===== config.mk =====
export PLATFORM = sky130hd
export DESIGN_NAME = control_sequencer
export DESIGN_NICKNAME = d
export VERILOG_FILES = /design/src/rtl/arch_defs_pkg.sv /design/src/rtl/microcode_rom.sv /design/src/rtl/control_sequencer.sv
export SDC_FILE = /design/constraint.sdc
export NUM_CORES = 1
export LEC_CHECK = 0
export BUFFER_PORTS_ARGS = -buffer_cell sky130_fd_sc_hd__buf_2
export CAP_MARGIN = 0
export CORE_AREA = 2 2 39 41
export CTS_CLUSTER_SIZE = 16
export DETAILED_ROUTE_END_ITERATION = 6
export DIE_AREA = 0 0 41 43
export PLACE_DENSITY = 0.68
export SLEW_MARGIN = 5
export SYNTH_ARGS = -nofsm -noshare
export SYNTH_HDL_FRONTEND = slang
export SYNTH_SLANG_ARGS = --single-unit

===== constraint.sdc =====
create_clock -name clk -period 2.88 [get_ports clk]
set_input_delay 0.864 -clock clk [delete_from_list [all_inputs] [get_ports clk]]
set_output_delay 0.864 -clock clk [all_outputs]
set_load 0.02 [all_outputs]

===== src/rtl/arch_defs_pkg.sv =====
`default_nettype none
// ============================================================================
//  Module      : arch_defs_pkg
//  Description : Shared opcode, state and control-word definitions for the
//                8-bit bus computer and its microcoded sequencer.
//  Revision    : 1.0 - initial release
// ============================================================================
package arch_defs_pkg;

    localparam int OPCODE_WIDTH = 4;

    typedef enum logic [3:0] {
        OP_NOP = 4'h0,
        OP_LDA = 4'h1,
        OP_LDB = 4'h2,
        OP_ADD = 4'h3,
        OP_SUB = 4'h4,
        OP_STA = 4'h5,
        OP_LDI = 4'h6,
        OP_JMP = 4'h7,
        OP_JC  = 4'h8,
        OP_JZ  = 4'h9,
        OP_OUT = 4'hE,
        OP_HLT = 4'hF
    } opcode_t;

    typedef enum logic [2:0] {
        S_FETCH_PC  = 3'd0,
        S_FETCH_RAM = 3'd1,
        S_DECODE    = 3'd2,
        S_EX0       = 3'd3,
        S_EX1       = 3'd4,
        S_HALT      = 3'd5
    } state_t;

    // First member is the MSB of the packed word.
    typedef struct packed {
        logic pc_oe;
        logic pc_inc;
        logic pc_load;
        logic mar_load;
        logic ram_oe;
        logic ram_we;
        logic ir_oe;
        logic ir_load;
        logic a_oe;
        logic a_load;
        logic b_load;
        logic alu_oe;
        logic alu_sub;
        logic flags_load;
        logic o_load;
    } control_word_t;

    // Opcodes that own at least one execute step; 0xA-0xD fall through as NOP.
    function automatic logic is_exec_op(input logic [3:0] op);
        return (op == OP_LDA) || (op == OP_LDB) || (op == OP_ADD) ||
               (op == OP_SUB) || (op == OP_STA) || (op == OP_LDI) ||
               (op == OP_JMP) || (op == OP_JC)  || (op == OP_JZ)  ||
               (op == OP_OUT);
    endfunction

    // Opcodes needing a memory access after the address phase.
    function automatic logic is_two_step(input logic [3:0] op);
        return (op == OP_LDA) || (op == OP_LDB) || (op == OP_STA);
    endfunction

endpackage
`default_nettype wire


===== src/rtl/microcode_rom.sv =====
`default_nettype none
// ============================================================================
//  Module      : microcode_rom
//  Description : Purely combinational decode of (state, opcode, flags) into
//                the datapath control word. New opcodes are added here only.
//  Revision    : 1.0 - initial release
// ============================================================================
module microcode_rom
    import arch_defs_pkg::*;
(
    input  state_t                  state_i,
    input  logic [OPCODE_WIDTH-1:0] opcode_i,
    input  logic                    flag_zero_i,
    input  logic                    flag_carry_i,
    output control_word_t           control_word_o
);

    // Control word lookup; every unlisted combination drives nothing.
    always_comb begin
        control_word_o = '0;
        case (state_i)
            S_FETCH_PC: begin
                control_word_o.pc_oe    = 1'b1;
                control_word_o.mar_load = 1'b1;
            end
            S_FETCH_RAM: begin
                control_word_o.ram_oe  = 1'b1;
                control_word_o.ir_load = 1'b1;
                control_word_o.pc_inc  = 1'b1;
            end
            S_EX0: begin
                case (opcode_i)
                    OP_LDA, OP_LDB, OP_STA: begin
                        control_word_o.ir_oe    = 1'b1;
                        control_word_o.mar_load = 1'b1;
                    end
                    OP_ADD: begin
                        control_word_o.alu_oe     = 1'b1;
                        control_word_o.a_load     = 1'b1;
                        control_word_o.flags_load = 1'b1;
                    end
                    OP_SUB: begin
                        control_word_o.alu_oe     = 1'b1;
                        control_word_o.alu_sub    = 1'b1;
                        control_word_o.a_load     = 1'b1;
                        control_word_o.flags_load = 1'b1;
                    end
                    OP_LDI: begin
                        control_word_o.ir_oe  = 1'b1;
                        control_word_o.a_load = 1'b1;
                    end
                    OP_JMP: begin
                        control_word_o.ir_oe   = 1'b1;
                        control_word_o.pc_load = 1'b1;
                    end
                    OP_JC: begin
                        control_word_o.ir_oe   = flag_carry_i;
                        control_word_o.pc_load = flag_carry_i;
                    end
                    OP_JZ: begin
                        control_word_o.ir_oe   = flag_zero_i;
                        control_word_o.pc_load = flag_zero_i;
                    end
                    OP_OUT: begin
                        control_word_o.a_oe   = 1'b1;
                        control_word_o.o_load = 1'b1;
                    end
                    default: ;
                endcase
            end
            S_EX1: begin
                case (opcode_i)
                    OP_LDA: begin
                        control_word_o.ram_oe = 1'b1;
                        control_word_o.a_load = 1'b1;
                    end
                    OP_LDB: begin
                        control_word_o.ram_oe = 1'b1;
                        control_word_o.b_load = 1'b1;
                    end
                    OP_STA: begin
                        control_word_o.a_oe   = 1'b1;
                        control_word_o.ram_we = 1'b1;
                    end
                    default: ;
                endcase
            end
            default: ;
        endcase
    end

endmodule
`default_nettype wire


===== src/rtl/control_sequencer.sv =====
`default_nettype none
// ============================================================================
//  Module      : control_sequencer
//  Description : Fetch/decode/execute sequencer. Holds the state register and
//                next-state logic; the control word comes from microcode_rom.
//  Revision    : 1.0 - initial release
// ============================================================================
module control_sequencer
    import arch_defs_pkg::*;
#(
    parameter int     OPCODE_WIDTH = 4,
    parameter state_t RESET_STATE  = S_FETCH_PC
) (
    input  logic                    clk,
    input  logic                    reset,
    input  logic [OPCODE_WIDTH-1:0] opcode,
    input  logic                    flag_zero,
    input  logic                    flag_carry,
    output control_word_t           control_word,
    output logic                    halt,
    output state_t                  state
);

    state_t        state_q;
    state_t        state_d;
    control_word_t rom_word;

    // State register; reset aborts any instruction in progress.
    always_ff @(posedge clk) begin
        if (reset) begin
            state_q <= RESET_STATE;
        end else begin
            state_q <= state_d;
        end
    end

    // Next-state sequencing; HALT only leaves through reset.
    always_comb begin
        state_d = state_q;
        case (state_q)
            S_FETCH_PC:  state_d = S_FETCH_RAM;
            S_FETCH_RAM: state_d = S_DECODE;
            S_DECODE: begin
                if (opcode == OP_HLT) begin
                    state_d = S_HALT;
                end else if (is_exec_op(opcode)) begin
                    state_d = S_EX0;
                end else begin
                    state_d = S_FETCH_PC;
                end
            end
            S_EX0:   state_d = is_two_step(opcode) ? S_EX1 : S_FETCH_PC;
            S_EX1:   state_d = S_FETCH_PC;
            S_HALT:  state_d = S_HALT;
            default: state_d = S_FETCH_PC;
        endcase
    end

    microcode_rom u_rom (
        .state_i        (state_q),
        .opcode_i       (opcode),
        .flag_zero_i    (flag_zero),
        .flag_carry_i   (flag_carry),
        .control_word_o (rom_word)
    );

    // Reset masks the word so no datapath register loads while it is held.
    always_comb begin
        control_word = reset ? '0 : rom_word;
        halt         = ~reset & (state_q == S_HALT);
        state        = state_q;
    end

endmodule
`default_nettype wire


**After elaboration in Yosys (flattened, before gate mapping)**

Index checks and enable logic that the tools add are counted.

- Register bits: 3
- Output and inout port bits: 19

- Eq/ne operators: 16
- Muxes and demuxes: 26
- Bitwise gates (word level): 2
- Reductions and logical operators: 16

Operators with widths:

| kind | number |
|---|---|
| $eq 4x3->1 const B | 4 |
| $eq 4x4->1 const B | 4 |
| $mux 1 | 15 |
| $mux 15 | 1 |
| $pmux 3 s5 | 1 |
| $logic_or 1x1->1 | 10 |
| $eq 4x2->1 const B | 2 |
| $eq 3x2->1 const B | 2 |
| $eq 3x3->1 const B | 2 |
| $mux 3 | 2 |
| $pmux 1 s3 | 2 |
| $reduce_or 3->1 | 2 |
| $reduce_or 5->1 | 1 |
| $eq 4x1->1 const B | 1 |
| $mux 4 | 1 |
| $pmux 1 s2 | 2 |
| $pmux 2 s2 | 1 |
| $reduce_or 2->1 | 2 |
| $eq 3x1->1 const B | 1 |
| $logic_not 3->1 | 1 |
| $mux 2 | 1 |
| $and 1x1->1 | 1 |
| $not 1->1 | 1 |

**Depth between registers and ports, before layout**

- Depth in word-level cells: 13
- Depth in mapped cells: 5
- Depth with buffers taken out: 3

**Cells and area by module**

A second synthesis with hierarchy kept.

- Cells, all modules: 88
- Area total of the unflattened synthesis: 623.1 µm²

Modules (own cells, without submodules):

| module | times used | cells each | area each (µm²) |
|---|---|---|---|
| control_sequencer | 1 | 42 | 332.8 |
| microcode_rom | 1 | 46 | 290.3 |

**Least setup slack after synthesis**

OpenSTA, ideal clock, no wires.

- Path type: input to output
- From: in opcode[2]
- To: out control_word[3] (netlist name)
- Arrival time: 2171 ps
- Data required time: 2016 ps
- Path slack: -155 ps
- Stages on the path: 5
- Cell sequence: buf_6 buf_2 nand3b_1 a211oi_1 buf_4

RTL lines:

| item | line | text |
|---|---|---|
| start, declared | control_sequencer.sv:16 | `input logic [OPCODE_WIDTH-1:0] opcode,` |
| end, declared | control_sequencer.sv:19 | `output control_word_t control_word,` |

==> impl_metrics.tcl <==
set metrics [dict create \
    fp.dieArea_um2 1760 \
    synthCells 67 \
    ys_top_cells_by_area "dfxtp_1 12%, a211oi_1 6.2%, nand3b_1 6.2%" \
    timing.fmax_ghz 0.362 \
    status "completed" \
    synth_area_um2 484 \
    ys.flop_type "dfxtp_1" \
    synth_cell_types 35 \
    first_pass_iters 4 \
    hold_buffers 0 \
    cp.arrival_ns 1.90 \
    cts-resized-gates 0 \
    syn_nets 75 \
    p_per_area_nw_per_um2 414 \
    synth.top_cell.area_share 0.124 \
    antenna_found_initial 0 \
    die_h_um 43 \
    start_kind "input pin" \
    clock-sinks 3 \
    clk_latency_ns 0.23 \
    place_ws_ns 0.119 \
    gp_congestion 0.704 \
    cts_buffer_depth 2 \
    drive_above_1_share 0.371 \
    cts_buffers 3 \
    hpwl_um 950 \
    hold_ws_ns 0.612 \
    cts_tree "done" \
    mostFrequentLayoutCell "buf_2" \
    clock-root-buffer "clkbuf_4" \
    largest_reg_flops 3 \
    slew_viol_final 0 \
    num_vias 570 \
    diodes 0 \
    clk_pin_slew_ns 0.03 \
    initial_core_util 0.350 \
    skew_ns 0.00412 \
    required_ns 2.02 \
    grt_remaining_overflow 0 \
    drcViolationCount 0 \
    synth-seq-cells 3 \
    areaGrowthSynthToFinish_pct 26.4 \
    drv_cap 0 \
    fill_cells 139 \
    crit_path_max_fanout 17 \
    min_period_ns 2.77 \
    io_pins 27 \
    antenna_left 0 \
    vdd_drop_max_mv 0.262 \
    worstMarginPinSlew_ns 0.447 \
    slew_headroom 0.698 \
    fp.dieW_um 41 \
    wirelength_um 1230 \
    async_flop_share 0 \
    ys_seq_area_frac 0.124 \
    drt_iter0_markers 4 \
    setup_viol 0 \
    fin_crit_sh 0.960 \
    leakagePower_nw 0.286 \
    vias_per_cell 5.43 \
    hold_violations 0 \
    core_area_um2 1380 \
    grtUsageTotal 0.171 \
    place_inst 101 \
    avgSynthCellArea_um2 7.23 \
    grt_pass1_vias 484 \
    htree_levels 1 \
    synth_top_area_cell "dfxtp_1" \
    rsz0062_at_grt "false" \
    worstSetupEndpointType "primary output" \
    std_cell_rows 14 \
    layout_common_cells "26 x buf_2, 6 x nor2_1, 6 x nand2_1" \
    fin_setup_tns_ns 0 \
    nets 98 \
    setup_ws_ns 0.114 \
    post_cts_buffers 0 \
    ys_warn_count 0 \
    synth_edf_count 0 \
    numPortBuffers 26 \
    min_path_type "flip-flop to flip-flop" \
    finalNonFillerCells 105 \
    critical_path_class "input pin to primary output" \
    grt_pass1_wl_um 2100 \
    wl_per_cell_um 11.7 \
    grt_max_degree 18 \
]
## where the power goes
group          internal [mW]  switching (mW)
registers             0.0500          0.0174
logic                 0.0418          0.0716
clock network         0.0519          0.0208
total                  0.144           0.110
## per-stage QoR
stage | total power, mW | util | area, um2
2_1_floorplan | 0.152 | - | 489
3_3_place_gp | 0.180 | 0.423 | 586
3_5_place_dp | 0.181 | 0.423 | 586
5_1_grt | 0.271 | 0.442 | 612
6_report | 0.253 | 0.442 | 612
4_1_cts | 0.255 | 0.442 | 612
## cells in the mapped netlist (2+ instances only)
master    number
inv_1          3
nand2b_1       2
nand3b_1       4
nor3_1         2
o22ai_1        2
dfxtp_1        3
buf_4          3
nand4_1        2
nor2b_1        4
nand2_1        6
nor2_1         6
buf_2          4
a211oi_1       4
## metal layers
layer / track usage / wire length (um)
met1: 0.245 / 575
met4: 0.0800 / 0
met5: 0 / 0
met3: 0.0471 / 62
met2: 0.228 / 593
## logic make-up after synthesis
family,Yosys count,share of synthesized area
compound gates,14,0.220
buf+inv,12,0.142
simple gates,38,0.514
flops,3,0.124
## critical path, stage by stage
cell and delay, ns:
buf_2 0.19, nand3b_1 0.22, a211oi_1 0.32, a31o_1 0.15, buf_2 0.16
## worst paths after layout
path              startpoint               to  slack (ns)  cells after the start
setup reg to reg    state[0]         state[0]        1.67                      3
hold / removal      state[1]         state[1]        0.61                      2
setup / recovery   opcode[2]  control_word[5]        0.11                      5
hold reg to reg     state[1]         state[1]        0.61                      2
## final cells by class
| cell class | count | area [um2] | area share |
|---|---|---|---|
| timing repair buffer | 26 | 130 | 0.213 |
| tap | 16 | 20.0 | 0.0327 |
| sequential | 3 | 60.1 | 0.0982 |
| multi-input combinational | 52 | 360 | 0.589 |
| clock buffer | 4 | 26.3 | 0.0429 |
| inverter | 4 | 15.0 | 0.0245 |
Power figures use the tool's default switching activity.
